File: src/rtl/regfile_pkg.sv
// Shared constants and types for the regfile_sb register file with its
// write-pending scoreboard.
package regfile_pkg;

  localparam int XLEN_DEF  = 32;
  localparam int NREGS_DEF = 32;
  localparam int ZERO_REG  = 0;

  typedef enum logic {
    CLEAR = 1'b0,
    RUN   = 1'b1
  } state_e;

endpackage

File: src/rtl/regfile_scoreboard.sv
// Per-register busy bits for RAW hazard detection.
// With REGFILE_BYPASS_EN defined, a same-cycle writeback clears the busy read.
module regfile_scoreboard
  import regfile_pkg::*;
#(
  parameter int NREGS = NREGS_DEF,
  parameter int AW    = $clog2(NREGS)
) (
  input  logic          clk,
  input  logic          rst,
  input  logic          run_i,
  input  logic          iss_en_i,
  input  logic [AW-1:0] iss_rd_i,
  input  logic          we_i,
  input  logic [AW-1:0] wa_i,
  input  logic [AW-1:0] ra1_i,
  input  logic [AW-1:0] ra2_i,
  output logic          rb1_o,
  output logic          rb2_o
);

  logic [NREGS-1:0] busy_q, busy_d;
  logic             iss_ok, wb_ok;

  assign iss_ok = run_i && iss_en_i && (iss_rd_i != AW'(ZERO_REG));
  assign wb_ok  = run_i && we_i && (wa_i != AW'(ZERO_REG));

  // Set is applied after clear: a newer producer keeps the register pending.
  always_comb begin
    busy_d = busy_q;
    if (wb_ok)  busy_d[wa_i]     = 1'b0;
    if (iss_ok) busy_d[iss_rd_i] = 1'b1;
    busy_d[ZERO_REG] = 1'b0;
  end

  always_ff @(posedge clk) begin
    if (rst) busy_q <= '0;
    else     busy_q <= busy_d;
  end

  always_comb begin
    // NOTE: every output gets a default first so no latch is inferred.
    rb1_o = 1'b0;
    rb2_o = 1'b0;
    if (run_i && ra1_i != AW'(ZERO_REG)) begin
      rb1_o = busy_q[ra1_i];
`ifdef REGFILE_BYPASS_EN
      if (wb_ok && wa_i == ra1_i) rb1_o = iss_ok && (iss_rd_i == ra1_i);
`endif
    end
    if (run_i && ra2_i != AW'(ZERO_REG)) begin
      rb2_o = busy_q[ra2_i];
`ifdef REGFILE_BYPASS_EN
      if (wb_ok && wa_i == ra2_i) rb2_o = iss_ok && (iss_rd_i == ra2_i);
`endif
    end
  end

endmodule

File: src/rtl/regfile_sb.sv
// Register file with scoreboard and post-reset clear sweep.
// Define REGFILE_BYPASS_EN for write-first forwarding on the read ports.
module regfile_sb
  import regfile_pkg::*;
#(
  parameter int XLEN  = XLEN_DEF,
  parameter int NREGS = NREGS_DEF,
  parameter int AW    = $clog2(NREGS)
) (
  input  logic            clk,
  input  logic            rst,
  output logic            ready,
  input  logic [AW-1:0]   ra1,
  input  logic [AW-1:0]   ra2,
  output logic [XLEN-1:0] rd1,
  output logic [XLEN-1:0] rd2,
  output logic            rb1,
  output logic            rb2,
  input  logic            iss_en,
  input  logic [AW-1:0]   iss_rd,
  input  logic            we,
  input  logic [AW-1:0]   wa,
  input  logic [XLEN-1:0] wd
);

  state_e          state_q;
  logic [AW-1:0]   idx_q;
  logic            ready_q;
  logic [XLEN-1:0] rf_q [NREGS];
  logic            run, wb_ok;

  assign run   = (state_q == RUN);
  assign wb_ok = run && we && (wa != AW'(ZERO_REG));
  assign ready = ready_q;

  // NOTE: state is updated with <= so every register samples pre-edge values.
  always_ff @(posedge clk) begin
    if (rst) begin
      state_q <= CLEAR;
      idx_q   <= '0;
      ready_q <= 1'b0;
    end else begin
      case (state_q)
        CLEAR: begin
          idx_q <= idx_q + AW'(1);
          if (idx_q == AW'(NREGS - 1)) begin
            state_q <= RUN;
            ready_q <= 1'b1;
          end
        end
        RUN:     ;
        default: state_q <= CLEAR;
      endcase
    end
  end

  // NOTE: the array has no reset; the sweep zeroes it one entry per cycle.
  always_ff @(posedge clk) begin
    if (!rst) begin
      if (state_q == CLEAR) rf_q[idx_q] <= '0;
      else if (wb_ok)       rf_q[wa]    <= wd;
    end
  end

  always_comb begin
    rd1 = '0;
    rd2 = '0;
    if (run && ra1 != AW'(ZERO_REG)) begin
      rd1 = rf_q[ra1];
`ifdef REGFILE_BYPASS_EN
      if (wb_ok && wa == ra1) rd1 = wd;
`endif
    end
    if (run && ra2 != AW'(ZERO_REG)) begin
      rd2 = rf_q[ra2];
`ifdef REGFILE_BYPASS_EN
      if (wb_ok && wa == ra2) rd2 = wd;
`endif
    end
  end

  regfile_scoreboard #(
    .NREGS (NREGS),
    .AW    (AW)
  ) u_scoreboard (
    .clk      (clk),
    .rst      (rst),
    .run_i    (run),
    .iss_en_i (iss_en),
    .iss_rd_i (iss_rd),
    .we_i     (we),
    .wa_i     (wa),
    .ra1_i    (ra1),
    .ra2_i    (ra2),
    .rb1_o    (rb1),
    .rb2_o    (rb2)
  );

endmodule

File: config.mk
export PLATFORM = sky130hd
export DESIGN_NAME = regfile_sb
export DESIGN_NICKNAME = d
export VERILOG_FILES = /design/src/rtl/regfile_pkg.sv /design/src/rtl/regfile_scoreboard.sv /design/src/rtl/regfile_sb.sv
export SDC_FILE = /design/constraint.sdc
export NUM_CORES = 1
export LEC_CHECK = 0
export BUFFER_PORTS_ARGS = -buffer_cell sky130_fd_sc_hd__buf_4
export CAP_MARGIN = 20
export CORE_MARGIN = 5
export CORE_UTILIZATION = 61
export CTS_CLUSTER_SIZE = 16
export DETAILED_ROUTE_END_ITERATION = 6
export PLACE_DENSITY = 0.78
export SYNTH_ARGS = -nofsm -noshare
export SYNTH_HDL_FRONTEND = slang
export SYNTH_SLANG_ARGS = --single-unit
export TNS_END_PERCENT = 30
File: constraint.sdc
create_clock -name clk -period 10.36 [get_ports clk]
set_input_delay 0.518 -clock clk [delete_from_list [all_inputs] [get_ports clk]]
set_output_delay 0.518 -clock clk [all_outputs]
set_load 0.1 [all_outputs]
Yosys cells after proc, flatten, opt, wreduce, memory -nomap -nowiden
Memories as Yosys holds them, arrays and structs flattened.
Index checks and enable logic that the tools add are counted.
{ "word_totals": {"register_bits": 39, "latch_bits": 0, "mem_bits_rw": 1024, "mem_bits_ro": 0, "inputBits": 56, "out_inout_bits": 67, "elab_cells": 58, "n_memories": 1} }
{ "classes": {"add_sub_neg": 1, "mul": 0, "div": 0, "n_lt_le_gt_ge": 6, "eq_ne": 1, "shifts": 0, "n_mux": 26, "bitwise": 4, "n_reduce_logical": 14} }
{ "mem_list": {"columns": ["memory", "depth", "width", "read_ports", "rd_ports_with_merged_regs", "write_ports", "line", "text"], "rows": [
  ["rf_q", 32, 32, 2, 0, 1, "regfile_sb.sv:29", "logic [XLEN-1:0] rf_q [NREGS];"]
]} }
{ "op_table": {"columns": ["op", "count"], "rows": [
  ["32-bit two-way mux", 5],
  ["32-bit AND", 1],
  ["32-bit inverter", 1],
  ["32-bit bitwise OR", 1],
  ["32-bit OR reduction", 1],
  ["5-bit by 6-bit less-than comparator with 1-bit output, second input constant", 4],
  ["5-bit nonzero test", 4],
  ["1-bit two-way mux", 16],
  ["1-bit binary-select mux with 5-bit select", 2],
  ["1-bit demux with 5-bit select", 2],
  ["5-bit by 1-bit >= comparator with 1-bit output, second input constant", 2],
  ["1-bit logical AND", 8],
  ["5-bit by 1-bit adder with 5-bit output, second input constant", 1],
  ["5-bit equality test, second input constant", 1],
  ["5-bit two-way mux", 1],
  ["2-bit AND reduction", 1],
  ["1-bit inverter", 1]
]} }

Longest topological paths before layout
{ "logic_depth": {"word_depth": 9, "depth_mapped": 8, "mapped_depth_nobuf": 5} }

By module
Synthesis repeated with hierarchy kept, for this count alone.
{ "unflattened": {"hier_cells": 2814, "hier_area_um2": 50360.8} }
{ "modules_own_cells": {"columns": ["module", "n_inst", "cells_per_inst", "area_per_inst_um2", "seq_area_each_um2"], "rows": [
  ["regfile_sb", 1, 2600, 48524.0, 30889.6],
  ["regfile_scoreboard", 1, 214, 1836.8, 620.6]
]} }

Worst setup path before layout
OpenSTA, ideal clock, no wires.
{ "synth_timing": {"path_kind": "input -> register", "from": "input port wa[2]", "to": "memory rf_q[22][0] in the netlist's numbering, enable pin", "setup_time_ps": 461, "arrival_ps": 3759, "required_ps": 9899, "path_slack_ps": 6140, "stages": 6, "n_path_buf": 2, "path_cell_list": "buf_2 -> nor3_1 -> a211o_1 -> buf_2 -> a31oi_1 -> nor3_1"} }
{ "synth_via": {"elab_chain_cells": 8, "word_cells_on_any_way": 9, "classes_between": "6 x mux; 3 x reduce/logical"} }
{ "synth_rtl": {"columns": ["item", "line", "text"], "rows": [
  ["start: declaration", "regfile_sb.sv:22", "input logic [AW-1:0] wa,"],
  ["5-bit nonzero test", "regfile_sb.sv:33", "assign wb_ok = run && we && (wa != AW'(ZERO_REG));"],
  ["1-bit logical AND", "regfile_sb.sv:33", null],
  ["1-bit two-way mux", "regfile_sb.sv:61", "else if (wb_ok) rf_q[wa] <= wd;"],
  ["1-bit two-way mux", "regfile_sb.sv:60", "if (state_q == CLEAR) rf_q[idx_q] <= '0;"],
  ["1-bit two-way mux", "regfile_sb.sv:59", "if (!rst) begin"],
  ["1-bit two-way mux (implied by the code)", "regfile_sb.sv:61", null],
  ["32-bit OR reduction (no line)", null, null],
  ["5-bit two-way mux (no line) or 1-bit two-way mux (tied branches)", null, null],
  ["end: declaration", "regfile_sb.sv:29", null]
]} }
Parallel ways exist; a longest one is shown, timed or not.

Worst setup path in the final report
{ "layout_timing": {"from": "input port ra2[0]", "to": "output port rd2[22]"} }
{ "layout_via": {"elab_chain_cells": 3, "word_cells_on_any_way": 4, "classes_between": "1 x mux; 2 x reduce/logical; 1 x memory"} }
{ "layout_rtl": {"columns": ["item", "line", "text"], "rows": [
  ["start: declaration", "regfile_sb.sv:14", "input logic [AW-1:0] ra2,"],
  ["parallel branches: the longest is 2 deep, another holds memory read 32 x 32 bit", null, null],
  ["32-bit two-way mux *", "regfile_sb.sv:74", "if (run && ra2 != AW'(ZERO_REG)) begin"],
  ["end: declaration", "regfile_sb.sv:16", "output logic [XLEN-1:0] rd2,"]
]} }
Every way passes the cells marked *.

==> flow_summary.json <==
{
  "finalSetupTns_ns": 0,
  "crit_path_max_fanout": 83,
  "post_cts.resized_instances": 0,
  "finalWorstPathRequiredPeriod_ns": 5.04,
  "clockBufferDepth": 3,
  "rsz_0062_raised_after_global_routing": "no",
  "initial_utilization_pct": 61.6,
  "gr-total-overflow": 0,
  "ys_ff_latch": 1062,
  "yosys_most_used_dff": "sky130_fd_sc_hd__edfxtp_1",
  "die-width_um": 295,
  "max_stage_delay_ns": 0.88,
  "drt_wl_total_um": 139000,
  "critical_path_required_ns": 9.84,
  "max_slew_margin_pct": 17.8,
  "path_buf_inv": 4,
  "final_nets": 2627,
  "synth-seq-area-share_pct": 63.4,
  "drive_gt1_share_pct": 34.8,
  "final_antenna_net_count": 0,
  "max_clock_freq_mhz": 199,
  "hold_class": "input pin to register",
  "cts.htree.levels": 3,
  "timing_max_transition_violations_final": 0,
  "synthesis.area_um2": 49700,
  "layout_common_cells": "1024 x sky130_fd_sc_hd__edfxtp_1, 526 x sky130_fd_sc_hd__mux4_2, 271 x sky130_fd_sc_hd__mux2i_1, 197 x sky130_fd_sc_hd__buf_4, 106 x sky130_fd_sc_hd__clkbuf_16",
  "finish.cell_count_without_fillers": 3717,
  "power.density_cell_area_nw_per_um2": 164,
  "cts_root_buf": "sky130_fd_sc_hd__clkbuf_16",
  "clk_pin_slew_ns": 0.06,
  "crit_path_frequent_cell": "sky130_fd_sc_hd__buf_4",
  "synthDominantAreaCellType": "sky130_fd_sc_hd__edfxtp_1",
  "power.switching_fraction_pct": 21.0,
  "net-switching-power_mw": 1.91,
  "drtIter0Drc": 3770,
  "holdBufCountCts": 0,
  "drt-pass1-iter-count": 6,
  "grt_util_all_layers_pct": 32.0,
  "clock_latency_ns": 0.67,
  "combinationalPowerShare_pct": 5.2,
  "grt_first_pass_wirelength_um": 200000,
  "number_of_global_route_vias_before_repair": 28700,
  "cp-end-kind": "output port",
  "hold_viol": 0,
  "core_region_area_um2": 80700,
  "setup-violations-final": 0,
  "route.detailed.drc": 0,
  "path_delay_family": "buffers and inverters",
  "fp.dieH_um": 295,
  "placement.io_buffers": 122,
  "postPlaceCellArea_um2": 51700,
  "outcome": "finished clean",
  "cellLeakagePower_nw": 16.3,
  "place.gp.congestion": 0.863,
  "clock_skew_ns": 0.0260,
  "timing.setup.critical_path_class": "input pin to output port",
  "postCtsSetupRepairBufs": 0,
  "max_cap_viol_count": 0,
  "initial_antenna_violation_count": 4,
  "place.detailed.instances": 3516,
  "synth_net_count": 2510,
  "start_kind": "input pin",
  "post-dp-hpwl_um": 73700,
  "synth.area.top_cells": "sky130_fd_sc_hd__edfxtp_1 62%, sky130_fd_sc_hd__mux4_2 24%, sky130_fd_sc_hd__mux2i_1 5.5%",
  "fp.dieArea_um2": 87200,
  "synth_cells": 2452,
  "std_cell_rows": 104,
  "synth_top_area_share_pct": 61.9,
  "share_seq_of_total_power_pct": 51.7,
  "power.internal_mw": 7.15,
  "tritoncts_clock_tree": "yes",
  "io_pins": 123,
  "vias_per_cell": 7.62,
  "cts_sinks": 1062,
  "mostFrequentLayoutCell": "sky130_fd_sc_hd__edfxtp_1",
  "stdcell_area_um2": 55400,
  "timing.critical_path.cells": "buf_8 -> buf_4 -> buf_4 -> mux4_2 -> mux2i_1 -> o22a_1 -> o221ai_1 -> buf_4",
  "syn-mean-instance-area_um2": 20.3,
  "synth-edff-count": 1024,
  "crit_slowest_cell": "sky130_fd_sc_hd__buf_4",
  "timing.critical_path.arrival_ns": 4.52,
  "post_drt_wl_per_cell_um": 37.5,
  "grt_start_max_net_pins": 102,
  "power.ir.vdd_worst_uv": 163,
  "async_flop_share_pct": 0,
  "layout.filler_cells": 4909,
  "cts_buffers": 104,
  "timing.final.crit_share_pct": 48.6,
  "tightest_slew_ns": 1.23,
  "detailed_route_via_count": 28300,
  "yosys_warnings": 0,
  "synth_cell_types": 46,
  "synthToLayoutAreaGrowth_pct": 11.5,
  "power.clock.fraction_pct": 43.1
}
## kinds of logic (layout without fill, tap and decap cells)
family | count (synthesis) | after routing | synth area share (%)
adder cells (fa/ha/maj) | 2 | 2 | 0.0504
AND/OR/NAND/NOR | 180 | 180 | 1.91
other | 0 | 2 | 0
AO/OA/AOI/OAI | 206 | 206 | 3.13
XOR/XNOR | 3 | 3 | 0.0529
multiplexers | 797 | 797 | 29.3
buffers and inverters | 202 | 405 | 2.09
flip-flops | 1062 | 1062 | 63.4
## worst register-to-register path: cells and delay by family, from the launching register on
family	cells	cell delay, ns
AOI/OAI and AO/OA	1	0.43
muxes	1	0.41
buffers and inverters	1	0.60
DFF	1	0.95
and+or+nand+nor	2	0.79
## power by group through the flow
stage               clock network, mW  registers [mW]  logic (mW)
floorplan                           0            4.77       0.352
global placement                    0            4.77       0.458
detailed placement                  0            4.77       0.464
CTS                              3.93            4.68       0.466
global route                     4.14            4.68       0.494
finish                           3.91            4.68       0.470
## routing by layer
metal / share of wire [%] / GRT usage, % / vias up
met5: 0.0086 / 0 / -
met4: 5.4 / 13.3 / 2
met3: 11 / 7.24 / 432
met2: 50 / 53.3 / 2157
met1: 33 / 41.7 / 14800
li1: - / - / 10900
## synthesized netlist by cell type (all sizes together) (3+ instances only)
cell	count
edfxtp	1024
mux4	526
mux2i	271
buf	131
clkbuf	66
o221ai	65
o22a	65
dfxtp	38
nor3	37
nand2	36
and2	32
a21oi	31
o21ai	30
nor2	26
nand3	10
nand2b	7
a31oi	6
inv	5
nand3b	5
nor2b	5
or3	5
nor4b	4
a211oi	3
nor4bb	3
or4	3
## final timing paths
path	cells past startpoint	to	slack, ns	start
setup / recovery	8	rd2[22]	5.32	ra2[0]
hold / removal	3	u_scoreboard.busy_q[11]$_SDFF_PP0_	0.18	iss_rd[1]
setup reg to reg	5	rf_q[17][16]$_DFFE_PP_	6.75	run$_SDFF_PP0_
hold reg to reg	2	u_scoreboard.busy_q[23]$_SDFF_PP0_	0.50	u_scoreboard.busy_q[23]$_SDFF_PP0_
## sequential cells by signal, indices dropped and copies added, names as in the netlist
signal,count
run,1
u_scoreboard.busy_q,31
rf_q,1024
ready,1
idx_q,5
## through the flow
| stage | setup slack (ns) | power (mW) | util (%) | hold slack [ns] |
|---|---|---|---|---|
| floorplan | 6.14 | 5.12 | - | 0.460 |
| global placement | 5.18 | 5.23 | 64.1 | 0.474 |
| detailed placement | 5.16 | 5.24 | 64.1 | 0.485 |
| CTS | 5.15 | 9.08 | 68.5 | 0.138 |
| global route | 4.93 | 9.31 | 68.6 | 0.160 |
| finish | 5.32 | 9.06 | 68.6 | 0.175 |
## cell type report
cell class	instances	area (µm²)	share of cell area (%)
clock buffer	127	2710	4.89
antenna	2	5.00	0.00904
inverter	5	18.8	0.0339
sequential	1062	31500	56.9
timing repair buffer	208	1700	3.08
clock inverter	65	801	1.45
multi-input combinational	1188	17300	31.2
tap	1060	1330	2.39
No activity file was read; power rests on OpenSTA's default activity.
